<file path="config.mk">
export PLATFORM = sky130hd
export DESIGN_NAME = player_clock_counter_flat
export DESIGN_NICKNAME = d
export VERILOG_FILES = /design/src/rtl/player_clock_counter_if.sv /design/src/rtl/player_clock_counter.sv /design/src/flat_wrapper.sv
export SDC_FILE = /design/constraint.sdc
export NUM_CORES = 1
export LEC_CHECK = 0
export BUFFER_PORTS_ARGS = -buffer_cell sky130_fd_sc_hd__buf_2
export CAP_MARGIN = 15
export CORE_ASPECT_RATIO = 0.75
export CORE_MARGIN = 2
export CORE_UTILIZATION = 45
export DETAILED_ROUTE_END_ITERATION = 8
export GPL_TIMING_DRIVEN = 0
export HOLD_SLACK_MARGIN = 0.03
export MAX_ROUTING_LAYER = met4
export PLACE_DENSITY = 0.77
export SETUP_SLACK_MARGIN = 0.1
export SLEW_MARGIN = 40
export SYNTH_ARGS = -nofsm -noshare
export SYNTH_HDL_FRONTEND = slang
export SYNTH_SLANG_ARGS = --single-unit
</file>
<file path="constraint.sdc">
create_clock -name clk -period 3.5 [get_ports clk]
set_input_delay 0.35 -clock clk [delete_from_list [all_inputs] [get_ports clk]]
set_output_delay 0.35 -clock clk [all_outputs]
set_load 0.01 [all_outputs]
</file>
<file path="src/rtl/player_clock_counter_if.sv">
// Control/status bundle between the game FSM / timer renderer (master) and
// the player clock engine (slave).
interface player_clock_counter_if;
  logic        start;
  logic        turn_done;
  logic        pause;
  logic [15:0] rr_timer;
  logic [15:0] rt_timer;
  logic [15:0] br_timer;
  logic [15:0] bt_timer;
  logic        cur_player;
  logic        red_timeout;
  logic        blk_timeout;
  logic        running;
  logic        warn;

  modport master (
    output start, turn_done, pause,
    input  rr_timer, rt_timer, br_timer, bt_timer,
    input  cur_player, red_timeout, blk_timeout, running, warn
  );

  modport slave (
    input  start, turn_done, pause,
    output rr_timer, rt_timer, br_timer, bt_timer,
    output cur_player, red_timeout, blk_timeout, running, warn
  );
endinterface

</file>
<file path="src/rtl/player_clock_counter.sv">
// Two-player BCD MM:SS game clock: counts down the active player's round and
// total timers once per second. Optional low-time blink via TIMER_LOW_WARN_EN.
module player_clock_counter #(
  parameter int          TICK_DIV   = 100_000_000,
  parameter logic [15:0] ROUND_INIT = 16'h0100,
  parameter logic [15:0] TOTAL_INIT = 16'h1500
) (
  input  logic                  clk,
  input  logic                  rst,
  player_clock_counter_if.slave pc
);

  typedef enum logic [1:0] {IDLE, RUN_RED, RUN_BLK, TIMEOUT} state_t;

  localparam int             PW        = $clog2(TICK_DIV);
  localparam logic [PW-1:0]  PRESC_MAX = PW'(TICK_DIV - 1);

  state_t            state;
  logic [PW-1:0]     presc;
  logic [3:0][15:0]  tmr;       // {bt, br, rt, rr}
  logic              cur;
  logic              red_to;
  logic              blk_to;
  logic              run;

  logic              run_st;
  logic              tick;
  logic              turn;
  logic [1:0]        ridx;
  logic [1:0]        tidx;
  logic [15:0]       dec_round;
  logic [15:0]       dec_total;
  logic              hit_zero;

  // One-second BCD decrement; zero saturates, illegal digits act as zero.
  function automatic logic [15:0] bcd_dec(input logic [15:0] v);
    logic [3:0] d0, d1, d2, d3;
    logic       b;
    {d3, d2, d1, d0} = v;
    b = 1'b1;
    if (v == 16'h0000) return 16'h0000;
    if (d0 == 4'd0 || d0 > 4'd9) d0 = 4'd9;
    else begin d0 = d0 - 4'd1; b = 1'b0; end
    if (b) begin
      if (d1 == 4'd0 || d1 > 4'd5) d1 = 4'd5;
      else begin d1 = d1 - 4'd1; b = 1'b0; end
    end
    if (b) begin
      if (d2 == 4'd0 || d2 > 4'd9) d2 = 4'd9;
      else begin d2 = d2 - 4'd1; b = 1'b0; end
    end
    if (b) begin
      if (d3 == 4'd0) return 16'h0000;
      d3 = d3 - 4'd1;
    end
    return {d3, d2, d1, d0};
  endfunction

  assign run_st    = (state == RUN_RED) || (state == RUN_BLK);
  assign tick      = run_st && !pc.pause && (presc == PRESC_MAX);
  assign turn      = run_st && !pc.pause && pc.turn_done;
  assign ridx      = {cur, 1'b0};
  assign tidx      = {cur, 1'b1};
  assign dec_round = bcd_dec(tmr[ridx]);
  assign dec_total = bcd_dec(tmr[tidx]);
  assign hit_zero  = (dec_round == 16'h0000) || (dec_total == 16'h0000);

  always_ff @(posedge clk) begin
    if (rst) begin
      state  <= IDLE;
      presc  <= '0;
      tmr    <= '0;
      cur    <= 1'b0;
      red_to <= 1'b0;
      blk_to <= 1'b0;
      run    <= 1'b0;
    end else if (pc.start) begin
      state  <= RUN_RED;
      presc  <= '0;
      tmr    <= {TOTAL_INIT, ROUND_INIT, TOTAL_INIT, ROUND_INIT};
      cur    <= 1'b0;
      red_to <= 1'b0;
      blk_to <= 1'b0;
      run    <= 1'b1;
    end else if (run_st && !pc.pause) begin
      if (turn) begin
        // A coincident tick is dropped so the mover is never charged for it.
        tmr[ridx] <= ROUND_INIT;
        cur       <= ~cur;
        state     <= cur ? RUN_RED : RUN_BLK;
        presc     <= '0;
      end else if (tick) begin
        presc     <= '0;
        tmr[ridx] <= dec_round;
        tmr[tidx] <= dec_total;
        if (hit_zero) begin
          state <= TIMEOUT;
          run   <= 1'b0;
          if (cur) blk_to <= 1'b1;
          else     red_to <= 1'b1;
        end
      end else begin
        presc <= presc + PW'(1);
      end
    end
  end

`ifdef TIMER_LOW_WARN_EN
  localparam int          HALF      = TICK_DIV / 2;
  localparam int          HW        = (HALF > 1) ? $clog2(HALF) : 1;
  localparam logic [15:0] ROUND_LOW = 16'h0010;

  logic [HW-1:0] hcnt;
  logic          warn_q;
  logic          warn_cond;
  logic          hwrap;

  // BCD order matches binary order, so a plain compare finds <= 00:10.
  assign warn_cond = run_st && (tmr[ridx] <= ROUND_LOW);
  assign hwrap     = (hcnt == HW'(HALF - 1));

  always_ff @(posedge clk) begin
    if (rst) begin
      hcnt   <= '0;
      warn_q <= 1'b0;
    end else if (pc.start || turn) begin
      hcnt   <= '0;
      warn_q <= 1'b0;
    end else begin
      hcnt <= hwrap ? '0 : hcnt + HW'(1);
      if (!warn_cond) warn_q <= 1'b0;
      else if (hwrap) warn_q <= ~warn_q;
    end
  end

  assign pc.warn = warn_q;
`else
  assign pc.warn = 1'b0;
`endif

  assign pc.rr_timer    = tmr[0];
  assign pc.rt_timer    = tmr[1];
  assign pc.br_timer    = tmr[2];
  assign pc.bt_timer    = tmr[3];
  assign pc.cur_player  = cur;
  assign pc.red_timeout = red_to;
  assign pc.blk_timeout = blk_to;
  assign pc.running     = run;

endmodule
</file>
<file path="src/flat_wrapper.sv">
// flat-port wrapper written by rule: the top's interface ports become plain ports
module player_clock_counter_flat 
#(
  parameter int          TICK_DIV   = 100_000_000,
  parameter logic [15:0] ROUND_INIT = 16'h0100,
  parameter logic [15:0] TOTAL_INIT = 16'h1500
)
  (clk, rst, pc_start, pc_turn_done, pc_pause, pc_rr_timer, pc_rt_timer, pc_br_timer, pc_bt_timer, pc_cur_player, pc_red_timeout, pc_blk_timeout, pc_running, pc_warn);
  player_clock_counter_if pc_i ();
  input  logic clk;
  input  logic rst;
  input wire logic [$bits(pc_i.start)-1:0] pc_start;
  input wire logic [$bits(pc_i.turn_done)-1:0] pc_turn_done;
  input wire logic [$bits(pc_i.pause)-1:0] pc_pause;
  output wire logic [$bits(pc_i.rr_timer)-1:0] pc_rr_timer;
  output wire logic [$bits(pc_i.rt_timer)-1:0] pc_rt_timer;
  output wire logic [$bits(pc_i.br_timer)-1:0] pc_br_timer;
  output wire logic [$bits(pc_i.bt_timer)-1:0] pc_bt_timer;
  output wire logic [$bits(pc_i.cur_player)-1:0] pc_cur_player;
  output wire logic [$bits(pc_i.red_timeout)-1:0] pc_red_timeout;
  output wire logic [$bits(pc_i.blk_timeout)-1:0] pc_blk_timeout;
  output wire logic [$bits(pc_i.running)-1:0] pc_running;
  output wire logic [$bits(pc_i.warn)-1:0] pc_warn;
  assign pc_i.start = pc_start;
  assign pc_i.turn_done = pc_turn_done;
  assign pc_i.pause = pc_pause;
  assign pc_rr_timer = pc_i.rr_timer;
  assign pc_rt_timer = pc_i.rt_timer;
  assign pc_br_timer = pc_i.br_timer;
  assign pc_bt_timer = pc_i.bt_timer;
  assign pc_cur_player = pc_i.cur_player;
  assign pc_red_timeout = pc_i.red_timeout;
  assign pc_blk_timeout = pc_i.blk_timeout;
  assign pc_running = pc_i.running;
  assign pc_warn = pc_i.warn;
  player_clock_counter #(.TICK_DIV(TICK_DIV), .ROUND_INIT(ROUND_INIT), .TOTAL_INIT(TOTAL_INIT)) u_core (.clk(clk), .rst(rst), .pc(pc_i));
endmodule
</file>
# Yosys cells after proc, flatten, opt, wreduce, memory -nomap -nowiden
# Cells that the tools add are included.
# word_totals
in_bits	5
elab_cells	166
regBits	97
# op_classes
n_reduce_logical	42
magnitude_cmp	10
n_addsub	9
n_mux	81
n_eq_ne	4
bitwise_logic	5
# op_table
operator	n
16-bit two-way mux	16
64-bit bitwise mux	2
64-bit two-way mux	2
61-bit two-way mux	2
16-bit logical NOT	4
60-bit AND	1
45-bit NOT with 60-bit output	1
4-bit two-way mux	14
27-bit two-way mux	2
1-bit two-way mux	37
16-bit demux with 1-bit select	2
4-bit logical NOT	8
4-bit by 1-bit subtractor with 4-bit output (second input constant)	8
27-bit by 1-bit adder with 27-bit output (second input constant)	1
27-bit == test (second input constant)	1
4-bit > comparator (second input constant)	4
5-bit AND reduction	2
2-bit nonzero test	5
4-bit by 3-bit > comparator with 1-bit output (second input constant)	2
1-bit logical OR	8
2-bit two-way mux	4
2-bit by 3-bit < comparator with 1-bit output (second input constant)	2
2-bit AND reduction	3
3-bit AND reduction	2
11 further kinds	18

# Depth between registers and ports, before layout
# Gate-level depths: netlist of run 1.
# logic_depth
word_depth	24
mapped_depth	17
depth_no_buf	12

# Worst setup path after synthesis of run 1
# OpenSTA, ideal clock, no wires.
# synth_timing
path_type	register to register
startpoint	register u_core.cur, in the netlist u_core.pc.cur_player
endpoint	register u_core.state[0]
stages_incl_launch_ff	18
arrival_time_ps	3656
synth_period_minus_slack_ps	3789
setup_slack_ps	-289
required_ps	3367
path_buffers	6
path_cell_list	dfxtp_1 > buf_6 > buf_6 > buf_6 > buf_6 > buf_2 > mux2i_1 > ha_1 > or2_2 > a21o_1 > a22oi_2 > buf_2 > o21ai_0 > a32oi_1 > and4bb_2 > and3_1 > a31oi_4 > a211oi_2
# synth_between
elab_chain_len	18
# synth_lines
element	line_no	source
from (decl)	player_clock_counter.sv:21	logic cur;
from (signal assigned)	player_clock_counter.sv:89	cur <= ~cur;
16-bit two-way mux, on equally long branches (2 in series)	player_clock_counter.sv:64, player_clock_counter.sv:65	
4-bit > comparator or 4-bit logical NOT (tied branches)	player_clock_counter.sv:42	if (d0 == 4'd0 || d0 > 4'd9) d0 = 4'd9;
1-bit logical OR	player_clock_counter.sv:42	
1-bit two-way mux (2 in series)	player_clock_counter.sv:42	
1-bit two-way mux	player_clock_counter.sv:44	if (b) begin
1-bit two-way mux	player_clock_counter.sv:42	
1-bit two-way mux	player_clock_counter.sv:48	if (b) begin
1-bit two-way mux	player_clock_counter.sv:42	
1-bit two-way mux	player_clock_counter.sv:52	if (b) begin
1-bit two-way mux	player_clock_counter.sv:42	
16-bit two-way mux	player_clock_counter.sv:56	return {d3, d2, d1, d0};
16-bit two-way mux	player_clock_counter.sv:42	
16-bit logical NOT	player_clock_counter.sv:66	assign hit_zero = (dec_round == 16'h0000) || (dec_total == 16'h0000);
1-bit logical OR	player_clock_counter.sv:66	
3-bit nonzero test (no line)	-	
3-bit AND reduction (no line)	-	
to (signal assigned)	player_clock_counter.sv:90	state <= cur ? RUN_RED : RUN_BLK;
to (decl)	player_clock_counter.sv:18	state_t state;
# Parallel ways exist; a longest one is shown, timed or not. The select of a mux whose other input is x is not followed.
# A chain may end at the register's enable or synchronous reset.

# Final worst setup path of run 1
# Same ends and word-level chain as after synthesis.

==> reports/metrics.cfg, run 1 <==
[sta]
whs_ns = 0.281
hold_viol = 0
max_slew_margin = 0.492
min_period_over_period = 1.04
timing.final.ws_setup_ns = -0.132
tightest_slew_ns = 0.758
post-route-min-period_ns = 3.63
fmax_mhz = 275
setup_violations = 5
rsz0062_at_grt = yes
slew_violations = 0
fin_skew_ns = 0.0154

[synth]
syn_area_mm2 = 0.00562
synth_edf_count = 0
synth_warnings = 0
synth_nets = 696
netlist.area_leader.share = 0.346
syn_inst = 670
synthTopCellsByArea = dfxtp_1 35%, nor2_1 7.3%, mux2i_1 5.5%, ha_1 4.7%, a22oi_1 4.1%
synth-seq-cells = 97
async_flop_share = 0
yosys.cell_types.count = 78
ys.flop_type = dfxtp_1
yosys.area.top_type = dfxtp_1
avgSynthCellArea_um2 = 8.39
seq_area_frac_synth = 0.346

[critical_path]
slowest_stage = dfxtp_4
start_kind = register
r2r-start = u_core.pc.cur_player$_SDFFE_PP0P_
endpoint_kind = register
critPathMaxStageDelay_ns = 0.36
crit_chain = buf_12, buf_12, buf_12, buf_12, buf_12, mux2i_4, ha_2, or2_4, a21o_1, a22oi_2, buf_4, nand3_2, mux2_4, and4bb_2, and3_4, a31oi_4, a211oi_2
arrival_ns = 3.86
reg2reg_setup_slack_ns = -0.13
crit_path_max_fanout = 7
cp_common_cell = buf_12
crit_family = compound AO/OA/AOI/OAI gates
critical_path_buf_inv_count = 6
crit_start = u_core.pc.cur_player$_SDFFE_PP0P_
crit_cells = 17
r2r_cells = 17
critPathKind = register to register
r2r-end = u_core.state[0]$_SDFFE_PP0P_
worstPathRequired_ns = 3.73

[global_route]
grt_pass1_wl_um = 26400
grt_remaining_overflow = 0
antenna_found_initial = 0
grtUsageTotal = 0.257
grt_pass1_vias = 4959
grt_start_max_net_pins = 20

[layout]
nNetsFinal = 805
area_growth_pct = 23.3
fillers = 1106
final_cells = 950
diodes = 0
fin_area_mm2 = 0.00693
drive_gt1_frac = 0.241

[die]
fp.dieW_um = 133
start_util = 0.460
core_mm2 = 0.0122
fp.dieH_um = 101
rows = 35
dieArea_mm2 = 0.0134
io_pins = 74

[clock_tree]
clock_latency_ns = 0.36
cts_htree_levels = 3
clockBufferDepth = 2
cts_tree = yes
cts-root-buf = clkbuf_16
clkSinkCount = 97
cts-hold-fix-buffers = 0
cts.reportedPaths.clkPinSlew_ns = 0.07
cts_buffers = 9

[route]
dr.pass1.iters = 7
drt-total-wl_um = 16600
via_per_inst = 5.69
dr.first_iter.drc_count = 559
post_drt_wl_per_cell_um = 17.4
final_antenna_net_count = 0
vias = 5405
remaining_drc_errors = 0

[run_status]
status = complete, but fails checks
violations = negative setup slack

[place]
placed_area_mm2 = 0.00628
place_congestion = 0.936
port_buffers = 71
dpl.hpwl_um = 11700
dp_cells = 907

[pwr]
ir_drop_v = 0.000241
leakage_nw = 2.68
power_density_mw_per_mm2 = 341
power_mw = 2.36

[hold_path]
whs_path_depth = 2
hp-start = pc_turn_done
holdCritPathClass = input pin to register
min_to = u_core.pc.blk_timeout$_SDFFE_PP0P_

[flow_run]
drv_cap = 0

-- flip-flops by register name (all words and copies together) (netlist names) --
signal,count
u_core.presc,27
u_core.pc.br_timer,16
u_core.pc.rr_timer,16
u_core.state,2
u_core.pc.rt_timer,16
u_core.pc.cur_player,1
u_core.pc.bt_timer,16
u_core.pc.red_timeout,1
u_core.pc.running,1
u_core.pc.blk_timeout,1
-- per-layer routing --
layer  GRT usage  up-vias  part of all wire
met5           -        -                 0
met4      0.0604        0            0.0090
met3      0.0442       13             0.086
met2       0.386      263              0.44
met1       0.362     2503              0.47
li1            -     2626                 -
-- metrics by stage --
stage          TNS (ns)  setup WS (ns)   util
2_1_floorplan         0          0.106      -
6_report         -0.465         -0.132  0.567
4_1_cts          -0.396         -0.118  0.560
3_3_place_gp      -2.68         -0.573  0.514
3_5_place_dp      -2.79         -0.591  0.514
5_1_grt           -1.06         -0.253  0.567
-- where the power goes --
group          switching, mW  total (mW)  internal (mW)  leakage [nW]
sequential            0.0127        1.12           1.11         0.785
clock                  0.492       0.996          0.504         0.142
combinational          0.148       0.243         0.0947          1.75
total                  0.653        2.36           1.71          2.68
-- area by class of cell --
cell class / count / area, um2 / share of cell area
multi-input cells: 523 / 3610 / 0.521
flip-flops and latches: 97 / 1950 / 0.281
repair buffers: 98 / 562 / 0.0811
plain buffers: 35 / 253 / 0.0365
clock buffers: 9 / 225 / 0.0325
well taps: 166 / 208 / 0.0300
clock inverters: 7 / 67.6 / 0.00975
inverters: 15 / 56.3 / 0.00813
-- repair_timing --
item / CTS / global route
hold endpoints to repair: 0 / 0
pin swaps: 7 / 5
buffers inserted: 23 / 4
resized for setup: 19 / 13
setup endpoints to repair: 10 / 39
-- how the worst max path moves through the flow --
stage	to	slack, ns
floorplan	u_core.state[0]$_SDFFE_PP0P_	0.11
global placement	u_core.pc.red_timeout$_SDFFE_PP0P_	-0.57
detailed placement	u_core.pc.red_timeout$_SDFFE_PP0P_	-0.59
CTS	u_core.state[0]$_SDFFE_PP0P_	-0.12
global route	u_core.state[0]$_SDFFE_PP0P_	-0.25
finish	u_core.state[0]$_SDFFE_PP0P_	-0.13
-- synth_stat cells, drive strengths merged, types with 18 or more instances --
| library cell | count |
|---|---|
| a21oi | 39 |
| a22oi | 32 |
| clkbuf | 21 |
| dfxtp | 97 |
| ha | 21 |
| mux2i | 33 |
| nand2 | 57 |
| nand3 | 18 |
| nor2 | 111 |
| nor3 | 23 |
| o21ai | 22 |
| xor2 | 18 |
-- cells by family (layout without fill, tap and decap cells) --
logic type | after synthesis | in the layout | share of synthesized area
simple gates | 276 | 276 | 0.245
compound gates | 155 | 155 | 0.195
flops | 97 | 97 | 0.346
buf+inv | 50 | 164 | 0.0450
mux | 41 | 41 | 0.0768
xor+xnor | 29 | 29 | 0.0452
fa+ha+maj | 21 | 21 | 0.0467
other cells | 1 | 1 | 0.000667
-- placed cells by master (no fill, tap or decap), types with 8 or more instances in the layout --
cell / Yosys / layout
buf_4: 1 / 27
clkbuf_1: 21 / 21
clkbuf_16: 0 / 9
dfxtp_1: 97 / 96
nand2_1: 56 / 56
inv_1: 15 / 15
ha_1: 21 / 17
nand4_1: 11 / 11
a211oi_1: 15 / 15
nor3_1: 19 / 18
nand3_1: 16 / 15
xor2_1: 18 / 18
and3_1: 11 / 10
a22oi_1: 31 / 31
mux2i_2: 2 / 9
buf_2: 6 / 75
mux2i_1: 31 / 17
a21oi_1: 38 / 37
o21a_1: 8 / 8
o21ai_0: 17 / 14
nor2_1: 109 / 109
xnor2_1: 11 / 11
(Power assumes the default switching activity.)
==> run 2, diff against run 1 <==
CTS_BUF_LIST = sky130_fd_sc_hd__clkbuf_8   (was not set)
==> run 2 against run 1 <==
The run still ends with negative setup slack left. Non-clock buffer count is 15 higher. Die area unchanged. Flip-flop and latch count stayed put. Design area up 2.9%. Critical endpoint is now u_core.pc.blk_timeout$_SDFFE_PP0P_.
==> reports/metrics.cfg, run 2 (same netlist as run 1, synthesis figures left out) <==
[die]
io_pins = 74  ; unchanged
fp.dieH_um = 101  ; unchanged
rows = 35  ; unchanged
fp.dieW_um = 133  ; unchanged
dieArea_mm2 = 0.0134  ; unchanged
core_mm2 = 0.0122  ; unchanged
start_util = 0.460  ; unchanged

[global_route]
grt_pass1_wl_um = 26600  ; +0.65%
antenna_found_initial = 0  ; unchanged
grt_remaining_overflow = 0  ; unchanged
grt_pass1_vias = 5059  ; +2.0%
grtUsageTotal = 0.259  ; +0.00154
grt_start_max_net_pins = 20  ; unchanged

[route]
dr.pass1.iters = 5  ; -2
routedLengthMet1_um = 7770  ; about the same
remaining_drc_errors = 0  ; unchanged
dr_wl_met3_um = 1510  ; +5.3%
dr.first_iter.drc_count = 555  ; -0.72%
wl_met2_um = 7430  ; +2.9%
post_drt_wl_per_cell_um = 17.7  ; +1.6%
highest_layer = met4
vias = 5572  ; +3.1%
via_per_inst = 5.77  ; +1.5%
final_antenna_net_count = 0  ; unchanged
drt-total-wl_um = 17100  ; +3.2%

[pwr]
p_sw_uw = 637  ; -2.5%
combPwrFrac = 0.126  ; +0.023
seqPwrFrac = 0.525  ; +0.049
power.internal_mw = 1.51  ; -12%
clkPwrFrac = 0.349  ; -0.072
leakage_nw = 2.73  ; +2.1%
p_sw_frac = 0.297  ; +0.0208
power_density_mw_per_mm2 = 301  ; -12%
ir_drop_v = 0.000186  ; -23%

[sta]
post-route-min-period_ns = 3.60  ; -0.0287 ns
setup_violations = 5  ; unchanged
min_period_over_period = 1.03  ; -0.00821
slew_violations = 0  ; unchanged
fmax_mhz = 278  ; +0.80%
hold_viol = 0  ; unchanged
tightest_slew_ns = 0.837  ; +0.0796 ns
max_slew_margin = 0.438  ; -0.0541
fin_skew_ns = 0.0260  ; +0.0106 ns
timing.final.ws_setup_ns = -0.103  ; +0.0287 ns
whs_ns = 0.213  ; -0.0683 ns
rsz0062_at_grt = yes

[critical_path]
endpoint_kind = register
r2r-end = u_core.pc.blk_timeout$_SDFFE_PP0P_
cp_common_cell = buf_12
crit_cells = 16  ; -1
r2r_cells = 16  ; -1
critical_path_buf_inv_count = 5  ; -1
r2r-start = u_core.pc.cur_player$_SDFFE_PP0P_
critPathMaxStageDelay_ns = 0.38  ; +0.02 ns
crit_family = simple AND/OR/NAND/NOR gates
crit_start = u_core.pc.cur_player$_SDFFE_PP0P_
start_kind = register
endpoint = u_core.pc.blk_timeout$_SDFFE_PP0P_
arrival_ns = 3.91  ; +0.05 ns
critPathKind = register to register
reg2reg_setup_slack_ns = -0.10  ; +0.03 ns
worstPathRequired_ns = 3.80  ; +0.07 ns
crit_chain = buf_12, buf_12, buf_12, buf_4, mux2i_4, ha_1, or2_2, a21oi_1, or2_1, clkbuf_4, and3_1, a41oi_1, and4bb_2, and3_4, a31oi_4, o41ai_2
slowest_stage = dfxtp_4
crit_path_max_fanout = 10  ; +3

[layout]
diodes = 0  ; unchanged
fillers = 1064  ; -3.8%
final_cell_mix = 108 x nor2_1, 96 x dfxtp_1, 75 x buf_2
nNetsFinal = 820  ; +1.9%
regMostFlops = u_core.presc
fin_area_mm2 = 0.00713  ; +2.9%
area_growth_pct = 26.8
final_common_cell = nor2_1
post-route-util = 0.584  ; +0.0165
drive_gt1_frac = 0.277  ; +0.0355
largest_register_ffs = 27  ; unchanged
final_cells = 965  ; +1.6%

[clock_tree]
cts_tree = yes
clkSinkCount = 97  ; unchanged
clock_latency_ns = 0.40  ; +0.04 ns
cts-root-buf = clkbuf_8
cts-hold-fix-buffers = 0  ; unchanged
cts.reportedPaths.clkPinSlew_ns = 0.11  ; +0.04 ns
cts_buffers = 9  ; unchanged
clockBufferDepth = 2  ; unchanged
cts_htree_levels = 3  ; unchanged

[place]
port_buffers = 71  ; unchanged
dp_cells = 907  ; unchanged
pre_cts_slack_ns = -0.591  ; unchanged
place_congestion = 0.936  ; unchanged
dpl.hpwl_um = 11700  ; unchanged
placed_area_mm2 = 0.00628  ; unchanged

[run_status]
status = complete, but fails checks
violations = negative setup slack

[hold_path]
holdCritPathClass = input pin to register
hp-start = pc_turn_done

[flow_run]
drv_cap = 0  ; unchanged

run 2: per-stage QoR:
step	power, mW	TNS [ns]
6_report	2.14	-0.261
5_1_grt	2.22	-0.879
3_3_place_gp	1.36	-2.68
2_1_floorplan	1.30	0
3_5_place_dp	1.36	-2.79
4_1_cts	2.12	-0.115
run 2: worst min path at each step:
stage | to | slack, ns | cells after the start
after detailed placement | u_core.pc.red_timeout$_SDFFE_PP0P_ | 0.45 | 2
after global placement | u_core.pc.red_timeout$_SDFFE_PP0P_ | 0.43 | 2
after CTS | u_core.pc.blk_timeout$_SDFFE_PP0P_ | 0.22 | 2
after floorplan | u_core.pc.blk_timeout$_SDFFE_PP0P_ | 0.45 | 1
final | u_core.pc.blk_timeout$_SDFFE_PP0P_ | 0.21 | 2
after global routing | u_core.pc.blk_timeout$_SDFFE_PP0P_ | 0.21 | 2
run 2: power groups by stage:
stage	Combinational [mW]	Clock, mW	Sequential, mW
2_1_floorplan	0.154	0	1.15
6_report	0.271	0.747	1.12
3_3_place_gp	0.212	0	1.15
5_1_grt	0.290	0.807	1.13
4_1_cts	0.236	0.755	1.12
3_5_place_dp	0.214	0	1.15
run 2: what timing repair did:
action	4_1_cts	5_1_grt
pin swaps	10	12
endpoints found under the setup margin	10	38
buffers inserted	26	16
resized for setup	25	38
cloned	1	0
run 2: area by class of cell:
class | instances | area, um2 | share of cell area
clock inverter | 7 | 67.6 | 0.00948
inverter | 15 | 56.3 | 0.00790
timing repair buffer | 114 | 728 | 0.102
tap | 166 | 208 | 0.0291
multi-input combinational | 523 | 3750 | 0.526
sequential | 97 | 1950 | 0.273
buffer | 34 | 251 | 0.0353
clock buffer | 9 | 124 | 0.0174
run 2: routing by layer:
layer,track usage,up-vias
met4,0.0728,0
li1,-,2654
met1,0.365,2623
met3,0.0437,35
met5,-,-
met2,0.383,260
